`config.mk`:
```
export PLATFORM = sky130hd
export DESIGN_NAME = ofs_plat_log_record_arb
export DESIGN_NICKNAME = d
export VERILOG_FILES = /design/src/rtl/ofs_plat_log_record_arb.sv
export SDC_FILE = /design/constraint.sdc
export NUM_CORES = 1
export LEC_CHECK = 0
export CORE_MARGIN = 4
export CORE_UTILIZATION = 25
export CTS_BUF_LIST = sky130_fd_sc_hd__clkbuf_16
export CTS_CLUSTER_SIZE = 28
export DETAILED_ROUTE_END_ITERATION = 8
export PLACE_DENSITY = 0.52
export SLEW_MARGIN = 20
export SYNTH_ARGS = -nofsm -noshare
export SYNTH_HDL_FRONTEND = slang
export SYNTH_SLANG_ARGS = --single-unit
```
`constraint.sdc`:
```
create_clock -name clk -period 6.8 [get_ports clk]
set_input_delay 1.7 -clock clk [delete_from_list [all_inputs] [get_ports clk]]
set_output_delay 1.7 -clock clk [all_outputs]
set_load 0.1 [all_outputs]
```
`src/rtl/ofs_plat_log_record_arb.sv`:
```
// Log record arbiter: filters tagged monitor records by class enable, picks one
// eligible requester round-robin per cycle and registers it with a timestamp.
module ofs_plat_log_record_arb #(
    parameter int N_REQ  = 4,
    parameter int DATA_W = 64,
    parameter int INST_W = 4,
    parameter int TS_W   = 48,
    parameter int DROP_W = 32
) (
    input  logic                       clk,
    input  logic                       reset,
    input  logic [3:0]                 class_en,
    input  logic [N_REQ-1:0]           req_valid,
    output logic [N_REQ-1:0]           req_ready,
    input  logic [N_REQ*2-1:0]         req_class,
    input  logic [N_REQ*INST_W-1:0]    req_inst,
    input  logic [N_REQ*DATA_W-1:0]    req_data,
    output logic                       out_valid,
    input  logic                       out_ready,
    output logic [1:0]                 out_class,
    output logic [INST_W-1:0]          out_inst,
    output logic [DATA_W-1:0]          out_data,
    output logic [$clog2(N_REQ)-1:0]   out_src,
    output logic [TS_W-1:0]            out_ts,
    output logic [DROP_W-1:0]          drop_cnt
);

    localparam int SRC_W = $clog2(N_REQ);
    localparam int CNT_W = $clog2(N_REQ + 1);
    localparam logic [SRC_W:0]   N_EXT    = (SRC_W + 1)'(N_REQ);
    localparam logic [SRC_W-1:0] LAST_IDX = SRC_W'(N_REQ - 1);

    logic [N_REQ-1:0]        filt_s;
    logic [N_REQ-1:0]        elig_s;
    logic [N_REQ-1:0]        grant_s;
    logic [CNT_W-1:0]        nfilt_s;
    logic [1:0]              cls_s;
    logic                    blocked_s;
    logic [SRC_W:0]          sum_s;
    logic [SRC_W-1:0]        idx_s;
    logic                    hit_s;
    logic                    found_s;
    logic [SRC_W-1:0]        win_s;
    logic                    load_ok_s;
    logic                    do_load_s;
    logic [1:0]              sel_class_s;
    logic [INST_W-1:0]       sel_inst_s;
    logic [DATA_W-1:0]       sel_data_s;
    logic [DROP_W+CNT_W-1:0] drop_sum_s;

    logic                    out_valid_q, out_valid_d;
    logic [1:0]              out_class_q, out_class_d;
    logic [INST_W-1:0]       out_inst_q,  out_inst_d;
    logic [DATA_W-1:0]       out_data_q,  out_data_d;
    logic [SRC_W-1:0]        out_src_q,   out_src_d;
    logic [TS_W-1:0]         out_ts_q,    out_ts_d;
    logic [SRC_W-1:0]        ptr_q,       ptr_d;
    logic [TS_W-1:0]         ts_q,        ts_d;
    logic [DROP_W-1:0]       drop_q,      drop_d;

    // Split valid requests into filtered (discarded) and eligible (arbitrated).
    always_comb begin
        filt_s    = '0;
        elig_s    = '0;
        nfilt_s   = '0;
        cls_s     = 2'd0;
        blocked_s = 1'b0;
        for (int i = 0; i < N_REQ; i++) begin
            cls_s     = req_class[2*i +: 2];
            // NONE is always blocked, so class_en[0] never matters
            blocked_s = (cls_s == 2'd0) || !class_en[cls_s];
            filt_s[i] = req_valid[i] && blocked_s;
            elig_s[i] = req_valid[i] && !blocked_s;
            nfilt_s   = nfilt_s + CNT_W'(filt_s[i]);
        end
    end

    // Round-robin search upward from ptr, modulo N_REQ.
    always_comb begin
        found_s = 1'b0;
        win_s   = '0;
        sum_s   = '0;
        idx_s   = '0;
        hit_s   = 1'b0;
        for (int k = 0; k < N_REQ; k++) begin
            sum_s   = {1'b0, ptr_q} + (SRC_W + 1)'(k);
            idx_s   = (sum_s >= N_EXT) ? SRC_W'(sum_s - N_EXT) : sum_s[SRC_W-1:0];
            hit_s   = !found_s && elig_s[idx_s];
            win_s   = hit_s ? idx_s : win_s;
            found_s = found_s || hit_s;
        end
    end

    // Handshake: filtered requests always complete, the winner only when the register can load.
    always_comb begin
        load_ok_s = !out_valid_q || out_ready;
        do_load_s = load_ok_s && found_s && !reset;
        grant_s   = '0;
        for (int i = 0; i < N_REQ; i++) begin
            grant_s[i] = do_load_s && (win_s == SRC_W'(i));
        end
        req_ready = reset ? '0 : (filt_s | grant_s);
    end

    // Select the winning requester's record fields.
    always_comb begin
        sel_class_s = 2'd0;
        sel_inst_s  = '0;
        sel_data_s  = '0;
        for (int i = 0; i < N_REQ; i++) begin
            sel_class_s = sel_class_s | (req_class[2*i +: 2]           & {2{win_s == SRC_W'(i)}});
            sel_inst_s  = sel_inst_s  | (req_inst[i*INST_W +: INST_W]  & {INST_W{win_s == SRC_W'(i)}});
            sel_data_s  = sel_data_s  | (req_data[i*DATA_W +: DATA_W]  & {DATA_W{win_s == SRC_W'(i)}});
        end
    end

    // Next state for output register, pointer, timestamp and drop counter.
    always_comb begin
        out_valid_d = out_valid_q;
        out_class_d = out_class_q;
        out_inst_d  = out_inst_q;
        out_data_d  = out_data_q;
        out_src_d   = out_src_q;
        out_ts_d    = out_ts_q;
        ptr_d       = ptr_q;
        if (do_load_s) begin
            out_valid_d = 1'b1;
            out_class_d = sel_class_s;
            out_inst_d  = sel_inst_s;
            out_data_d  = sel_data_s;
            out_src_d   = win_s;
            out_ts_d    = ts_q;
            ptr_d       = (win_s == LAST_IDX) ? '0 : win_s + SRC_W'(1);
        end else if (out_ready) begin
            out_valid_d = 1'b0;
        end else begin
            out_valid_d = out_valid_q;
        end
        ts_d       = ts_q + TS_W'(1);
        // Add in a wider word so any carry out of DROP_W means saturate
        drop_sum_s = {{CNT_W{1'b0}}, drop_q} + {{DROP_W{1'b0}}, nfilt_s};
        drop_d     = (|drop_sum_s[DROP_W+CNT_W-1:DROP_W]) ? '1 : drop_sum_s[DROP_W-1:0];
    end

    // State registers with asynchronous clear.
    always_ff @(posedge clk or posedge reset) begin
        if (reset) begin
            out_valid_q <= 1'b0;
            out_class_q <= 2'd0;
            out_inst_q  <= '0;
            out_data_q  <= '0;
            out_src_q   <= '0;
            out_ts_q    <= '0;
            ptr_q       <= '0;
            ts_q        <= '0;
            drop_q      <= '0;
        end else begin
            out_valid_q <= out_valid_d;
            out_class_q <= out_class_d;
            out_inst_q  <= out_inst_d;
            out_data_q  <= out_data_d;
            out_src_q   <= out_src_d;
            out_ts_q    <= out_ts_d;
            ptr_q       <= ptr_d;
            ts_q        <= ts_d;
            drop_q      <= drop_d;
        end
    end

    assign out_valid = out_valid_q;
    assign out_class = out_class_q;
    assign out_inst  = out_inst_q;
    assign out_data  = out_data_q;
    assign out_src   = out_src_q;
    assign out_ts    = out_ts_q;
    assign drop_cnt  = drop_q;

endmodule
```
==> results.py, run 1 <==
metrics = {
    "yosys": {
        "synth_ff_type": "dfrtp_1",
        "synth.net_count": 1213,
        "synth_cell_type_count": 51,
        "ys_seq_area_share_pct": 51.5,
        "synth_top_area_share_pct": 51.5,
        "synth_warnings": 0,
        "synth-async-reset-ratio_pct": 100,
        "synth_area_per_cell_um2": 10.8,
        "synth-edff-count": 0,
        "synth.cell_area_um2": 9870,
        "netlist_instances": 913,
        "synth.area.top_cells": "dfrtp_1 (51%), a221oi_1 (6.2%), a22o_1 (6.2%)",
        "yosys.area.top_type": "dfrtp_1",
        "ys_ff_latch": 203,
    },
    "critical_path": {
        "worstSetupPathType": "input pin to primary output",
        "arrival_ns": 4.67,
        "cp-end-kind": "primary output",
        "cp-start-kind": "input pin",
        "path_max_fanout": 6,
        "required_ns": 5.10,
    },
    "min_path": {
        "holdCritPathClass": "flop to flop",
    },
    "detailed_routing": {
        "ant_nets": 0,
        "wl_um": 37700,
        "drt-pass1-iter-count": 4,
        "avgViaCountPerCell": 4.73,
        "post-route-drc-count": 0,
        "wire_per_inst_um": 20.1,
        "vias": 8863,
        "drtIter0Drc": 426,
    },
    "clock_network": {
        "clock_path_buffers": 3,
        "numCtsBuffers": 26,
        "cts_hold_buf": 0,
        "h-tree-depth": 1,
        "numClockSinks": 203,
        "post_cts_buffers": 0,
        "tritoncts": "yes",
        "clk_latency_ns": 0.52,
        "clk_pin_slew_ns": 0.05,
        "cts-resized-gates": 0,
        "clock-root-buffer": "clkbuf_16",
    },
    "timing": {
        "hold_viol": 0,
        "finalSetupTns_ns": 0,
        "report.final.setup_viol": 0,
        "relSlewSlack_pct": 23.5,
        "fin_crit_ns": 6.37,
        "timing.fmax_ghz": 0.157,
        "fin_worst_skew_ns": 0.00922,
        "maxSlewViolCount": 0,
        "rsz0062_at_grt": "false",
        "hold_slack_ns": 0.476,
        "min_period_over_period_pct": 93.7,
        "worst_pin_slew_ns": 1.14,
    },
    "floorplanning": {
        "rows": 72,
        "core_um2": 38800,
        "ios": 448,
        "die_w_um": 207,
        "dieHeight_um": 207,
        "die-area_um2": 42700,
        "start_util_pct": 25.4,
    },
    "cells_and_area": {
        "multiInputGateArea_um2": 4450,
        "fillCellCount": 3828,
        "diodes": 0,
        "syn_to_final_growth_pct": 58.5,
        "drive_above_1_share_pct": 5.97,
        "nets": 1638,
        "regArea_um2": 5080,
        "stdcell_area_um2": 15600,
    },
    "power_and_ir_drop": {
        "vdd.ir_drop.worst_uv": 183,
        "p_per_area_nw_per_um2": 355,
        "power.leakage_uw": 0.00661,
        "finalPower_uw": 5560,
    },
    "global_route": {
        "globalRouteOverflowTotal": 0,
        "grt_max_degree": 159,
        "grt_pass1_vias": 8899,
        "grt_util_all_layers_pct": 16.4,
        "antenna_found_initial": 0,
        "grt_pass1_wl_um": 54200,
    },
    "placement": {
        "port_buffers": 446,
        "place_congestion": 0.801,
        "place_area_um2": 14900,
        "hpwl_um": 28600,
    },
    "run": {
        "max_cap_viol_count": 0,
    },
    "run_status": {
        "status": "finished clean",
    },
}
stage by stage:
step	std cells	setup WS [ns]	utilization, %
finish	1874	0.427	40.3
global route	1874	0.237	40.3
CTS	1874	0.415	40.3
detailed placement	1828	0.447	38.3
global placement	1828	0.535	38.3
floorplan	913	0.0488	-
cell families (layout without fill, tap and decap cells):
kind of cell	after synthesis	after routing	synth area share (%)
buffers and inverters	80	523	3.59
AND/OR/NAND/NOR	249	249	12.6
adder cells (fa/ha/maj)	9	9	1.37
flip-flops	203	203	51.5
multiplexers	55	55	6.22
AO/OA/AOI/OAI	251	251	18.9
XOR/XNOR	66	66	5.85
state kept, by name (all words and copies together), names as in the netlist, 2 cells and up:
signal     flops
out_data      64
out_ts        48
ts_q          48
drop_cnt      32
out_inst       4
out_class      2
out_src        2
ptr_q          2
worst max-delay path, cell delays in order:
cell             delay, ns
clkdlybuf4s50_1       0.62
mux2i_1               0.14
o21ai_0               0.61
a211oi_1              0.11
o32ai_1               0.60
inv_1                 0.16
ha_2                  0.31
inv_1                 0.08
o22ai_1               0.13
buf_12                0.21
metal layers:
metal  global-route usage, %  up-vias  wire length (um)
met4                    4.77        0              1260
met1                    20.9     4254             15500
met2                    26.9      301             18100
met5                       0        -                 0
met3                    4.94       56              2870
li1                        -     4252                 -
cells in the final DEF (no fill, tap or decap), types with 6 or more instances in the layout:
| cell | n |
|---|---|
| nand4_1 | 14 |
| nor3_1 | 7 |
| xnor2_1 | 59 |
| and4_1 | 12 |
| nand3_1 | 32 |
| clkdlybuf4s50_1 | 442 |
| and3_1 | 17 |
| a22o_1 | 70 |
| nor2_1 | 12 |
| and2_1 | 8 |
| inv_1 | 26 |
| mux2_1 | 30 |
| mux2_2 | 21 |
| xor2_1 | 7 |
| nand2_1 | 124 |
| o21ai_0 | 79 |
| dfrtp_1 | 203 |
| buf_4 | 12 |
| a31oi_1 | 6 |
| a221oi_1 | 70 |
| clkbuf_16 | 27 |
worst paths after layout:
kind / from / end / slack, ns / cells past startpoint
max: req_class[2] / req_ready[2] / 0.43 / 10
min: out_data[46]$_DFFE_PP0N_ / out_data[46]$_DFFE_PP0N_ / 0.48 / 2
max reg2reg: drop_cnt[0]$_DFF_PP0_ / drop_cnt[29]$_DFF_PP0_ / 3.66 / 10
min reg2reg: out_data[46]$_DFFE_PP0N_ / out_data[46]$_DFFE_PP0N_ / 0.48 / 2
max in group asynchronous: reset / out_data[22]$_DFFE_PP0N_ / 4.07 / 3
min in group asynchronous: reset / out_valid$_DFFE_PP0P_ / 1.96 / 3
cells in the mapped netlist, types with 2 or more instances:
cell type and count:
xnor2_1 59, clkbuf_1 45, nand4b_1 3, buf_6 4
nor2b_1 2, xor2_1 7, fa_1 3, buf_4 3
a22o_1 70, mux2i_1 4, a221oi_1 70, a31oi_1 6
mux2_1 30, o21ai_0 79, nor3_1 7, nor4_1 5
inv_1 18, ha_1 6, and4_1 12, mux2_2 21
and3_1 17, nand3_1 32, and2_1 8, o211ai_1 5
nand4_1 14, nand2_1 124, nor2_1 12, a21oi_1 5
nand2b_1 5, o22ai_1 4, dfrtp_1 203, buf_2 10
o21a_1 2
area by class of cell:
type                       instances  share of cell area [%]
timing repair buffer             459                    29.5
multi-input combinational        630                    28.4
sequential                       203                    32.5
clock inverter                    19                   0.688
clock buffer                      27                    4.32
tap                              518                    4.14
inverter                          18                   0.456
power breakdown:
group	total (uW)	switching, uW	internal [uW]
clock network	1270	524	746
logic	2750	2030	726
registers	1540	131	1410
total	5560	2680	2880
Note: power is estimated with default switching activity, not from simulation.
==> inputs of run 2 (changes only) <==
- CAP_MARGIN: not set -> 20
- SKIP_CTS_REPAIR_TIMING: not set -> 1
==> results of run 2 <==
Same layout as run 1: the final DEF is identical, and so are final timing and power.
==> inputs of run 3 (changes only) <==
--- a/config.mk
+++ b/config.mk
@@ -14,2 +14,3 @@
 export PLACE_DENSITY = 0.52
+export RECOVER_POWER = 50
 export SKIP_CTS_REPAIR_TIMING = 1
--- a/constraint.sdc
+++ b/constraint.sdc
@@ -3,2 +3,2 @@
 set_output_delay 1.7 -clock clk [all_outputs]
-set_load 0.1 [all_outputs]
+set_load 0.02 [all_outputs]
==> run 3 against run 2 <==
Effect of this change: the flow now finishes with violations (capacitance limit, slew limit); sequential cell count did not move; clock-buffer cell count did not move; routed wire length up 0.45%; critical path depth stayed put; non-clock buffer count rose by 4; sequential share of layout area down 0.075 points; die area unchanged; clock power is 6% higher; clock skew up 0.0028 ns; critical path type unchanged; largest cell class unchanged.
==> results.py, run 3 (same netlist as run 1, synthesis figures left out) <==
metrics = {
    "floorplanning": {
        "core_um2": 38800,
        "ios": 448,
        "die_w_um": 207,
        "die-area_um2": 42700,
        "rows": 72,
        "start_util_pct": 25.4,
        "dieHeight_um": 207,
    },
    "critical_path": {
        "cp_slowest_stage_delay_ns": 0.69,
        "arrival_ns": 4.75,
        "path_max_fanout": 5,
        "worstSetupPathType": "input pin to primary output",
        "crit_chain": "clkdlybuf4s50_1 -> mux2i_1 -> o21ai_0 -> o21a_1 -> o221ai_1 -> inv_1 -> ha_2 -> inv_1 -> o22ai_1 -> clkdlybuf4s50_1",
        "cp-start-kind": "input pin",
        "critPathBufInv": 4,
        "slowest_stage": "clkdlybuf4s50_1",
        "cp-end-kind": "primary output",
        "required_ns": 5.10,
        "critPathTopFamily": "buffers and inverters",
    },
    "timing": {
        "maxSlewViolCount": 205,
        "rsz0062_at_grt": "false",
        "finalSetupTns_ns": 0,
        "fin_worst_skew_ns": 0.0120,
        "report.final.setup_viol": 0,
        "relSlewSlack_pct": -145,
        "min_period_over_period_pct": 94.9,
        "timing.fmax_ghz": 0.155,
        "worst_pin_slew_ns": 3.67,
        "layout_setup_ws_ns": 0.346,
        "fin_crit_ns": 6.45,
        "hold_viol": 0,
    },
    "placement": {
        "dp_worst_setup_slack_ns": 0.255,
        "hpwl_um": 28900,
        "port_buffers": 446,
        "place_congestion": 0.808,
    },
    "run_status": {
        "status": "finished, violations left",
        "violations": "capacitance limit, slew limit",
    },
    "power_and_ir_drop": {
        "intPower_uw": 2950,
        "p_switching_uw": 1480,
        "vdd.ir_drop.worst_uv": 123,
        "seqPwrFrac_pct": 34.7,
        "p_per_area_nw_per_um2": 283,
        "pwr-share-comb_pct": 34.8,
        "clockPowerShare_pct": 30.5,
        "power.leakage_uw": 0.00671,
        "switching_share_pct": 33.4,
    },
    "global_route": {
        "antenna_found_initial": 0,
        "grt_max_degree": 150,
        "globalRouteOverflowTotal": 0,
        "grt_util_all_layers_pct": 16.6,
        "grt_pass1_vias": 8973,
        "grt_pass1_wl_um": 55000,
    },
    "clock_network": {
        "clock-root-buffer": "clkbuf_16",
        "clock_path_buffers": 3,
        "h-tree-depth": 1,
        "tritoncts": "yes",
        "numCtsBuffers": 26,
        "clk_latency_ns": 0.52,
        "clk_pin_slew_ns": 0.06,
        "numClockSinks": 203,
    },
    "run": {
        "max_cap_viol_count": 2,
    },
    "detailed_routing": {
        "wl_um": 37800,
        "drtIter0Drc": 517,
        "post-route-drc-count": 0,
        "drt-pass1-iter-count": 4,
        "ant_nets": 0,
        "wire_per_inst_um": 20.2,
        "vias": 8914,
        "avgViaCountPerCell": 4.75,
    },
    "cells_and_area": {
        "fillCellCount": 3838,
        "largest_reg_flops": 64,
        "diodes": 0,
        "multiInputGateArea_um2": 4460,
        "nets": 1642,
        "final_common_cell": "clkdlybuf4s50_1",
        "drive_above_1_share_pct": 6.32,
        "regArea_um2": 5080,
        "layout_common_cells": "clkdlybuf4s50_1 (415), dfrtp_1 (203), nand2_1 (124)",
        "syn_to_final_growth_pct": 58.8,
    },
    "min_path": {
        "holdCritPathClass": "flop to flop",
    },
}
## run 3: path summary, 6_finish.rpt
| check | from | to | slack [ns] | cells past startpoint |
|---|---|---|---|---|
| setup / recovery | req_class[6] | req_ready[3] | 0.35 | 10 |
| hold / removal | ts_q[47]$_DFF_PP0_ | ts_q[47]$_DFF_PP0_ | 0.47 | 1 |
| setup reg to reg | drop_cnt[0]$_DFF_PP0_ | drop_cnt[29]$_DFF_PP0_ | 3.65 | 10 |
| hold reg to reg | ts_q[47]$_DFF_PP0_ | ts_q[47]$_DFF_PP0_ | 0.47 | 1 |
| max in group asynchronous | reset | out_data[5]$_DFFE_PP0N_ | 1.38 | 3 |
| min in group asynchronous | reset | out_src[0]$_DFFE_PP0N_ | 3.04 | 3 |
## run 3: metrics by stage
step | power, uW | instance area [um2] | cells | hold WS, ns | utilization [%]
3_3_place_gp | 3130 | 14900 | 1832 | 0.461 | 38.3
3_5_place_dp | 3130 | 14900 | 1832 | 0.468 | 38.3
6_report | 4440 | 15700 | 1878 | 0.467 | 40.4
2_1_floorplan | 2290 | 9880 | 913 | 0.442 | -
5_1_grt | 4710 | 15700 | 1878 | 0.485 | 40.4
4_1_cts | 4540 | 15700 | 1878 | 0.477 | 40.4
## run 3: layer usage
| layer | wire length, um | track usage, % | vias to the layer above | share of wire (%) |
|---|---|---|---|---|
| li1 | - | - | 4263 | - |
| met1 | 15700 | 21.9 | 4282 | 42 |
| met2 | 18200 | 27.1 | 311 | 48 |
| met3 | 2930 | 4.69 | 58 | 7.7 |
| met4 | 1020 | 4.44 | 0 | 2.7 |
| met5 | 0 | 0 | - | 0 |
## run 3: worst register-to-register path, cell delays in order (launching register included)
cell and delay, ns:
dfrtp_1 0.40, inv_1 0.08, fa_1 0.50, fa_1 0.45
inv_1 0.08, fa_1 0.22, nand3_1 0.09, buf_4 0.19
nor4_4 0.41, nand3_4 0.36, a31oi_1 0.26
## run 3: area by class of cell
type	instances	share of cell area, %
clock inverter	19	1.05
clock buffer	27	4.31
inverter	18	0.455
timing repair buffer	463	29.2
tap	518	4.13
multi-input combinational	630	28.4
sequential	203	32.4
## run 3: power groups by stage
stage	Combinational (uW)	Clock [uW]	Sequential, uW
4_1_cts	1580	1410	1540
3_3_place_gp	1570	0	1550
3_5_place_dp	1580	0	1560
2_1_floorplan	514	0	1780
5_1_grt	1670	1460	1570
6_report	1540	1350	1540
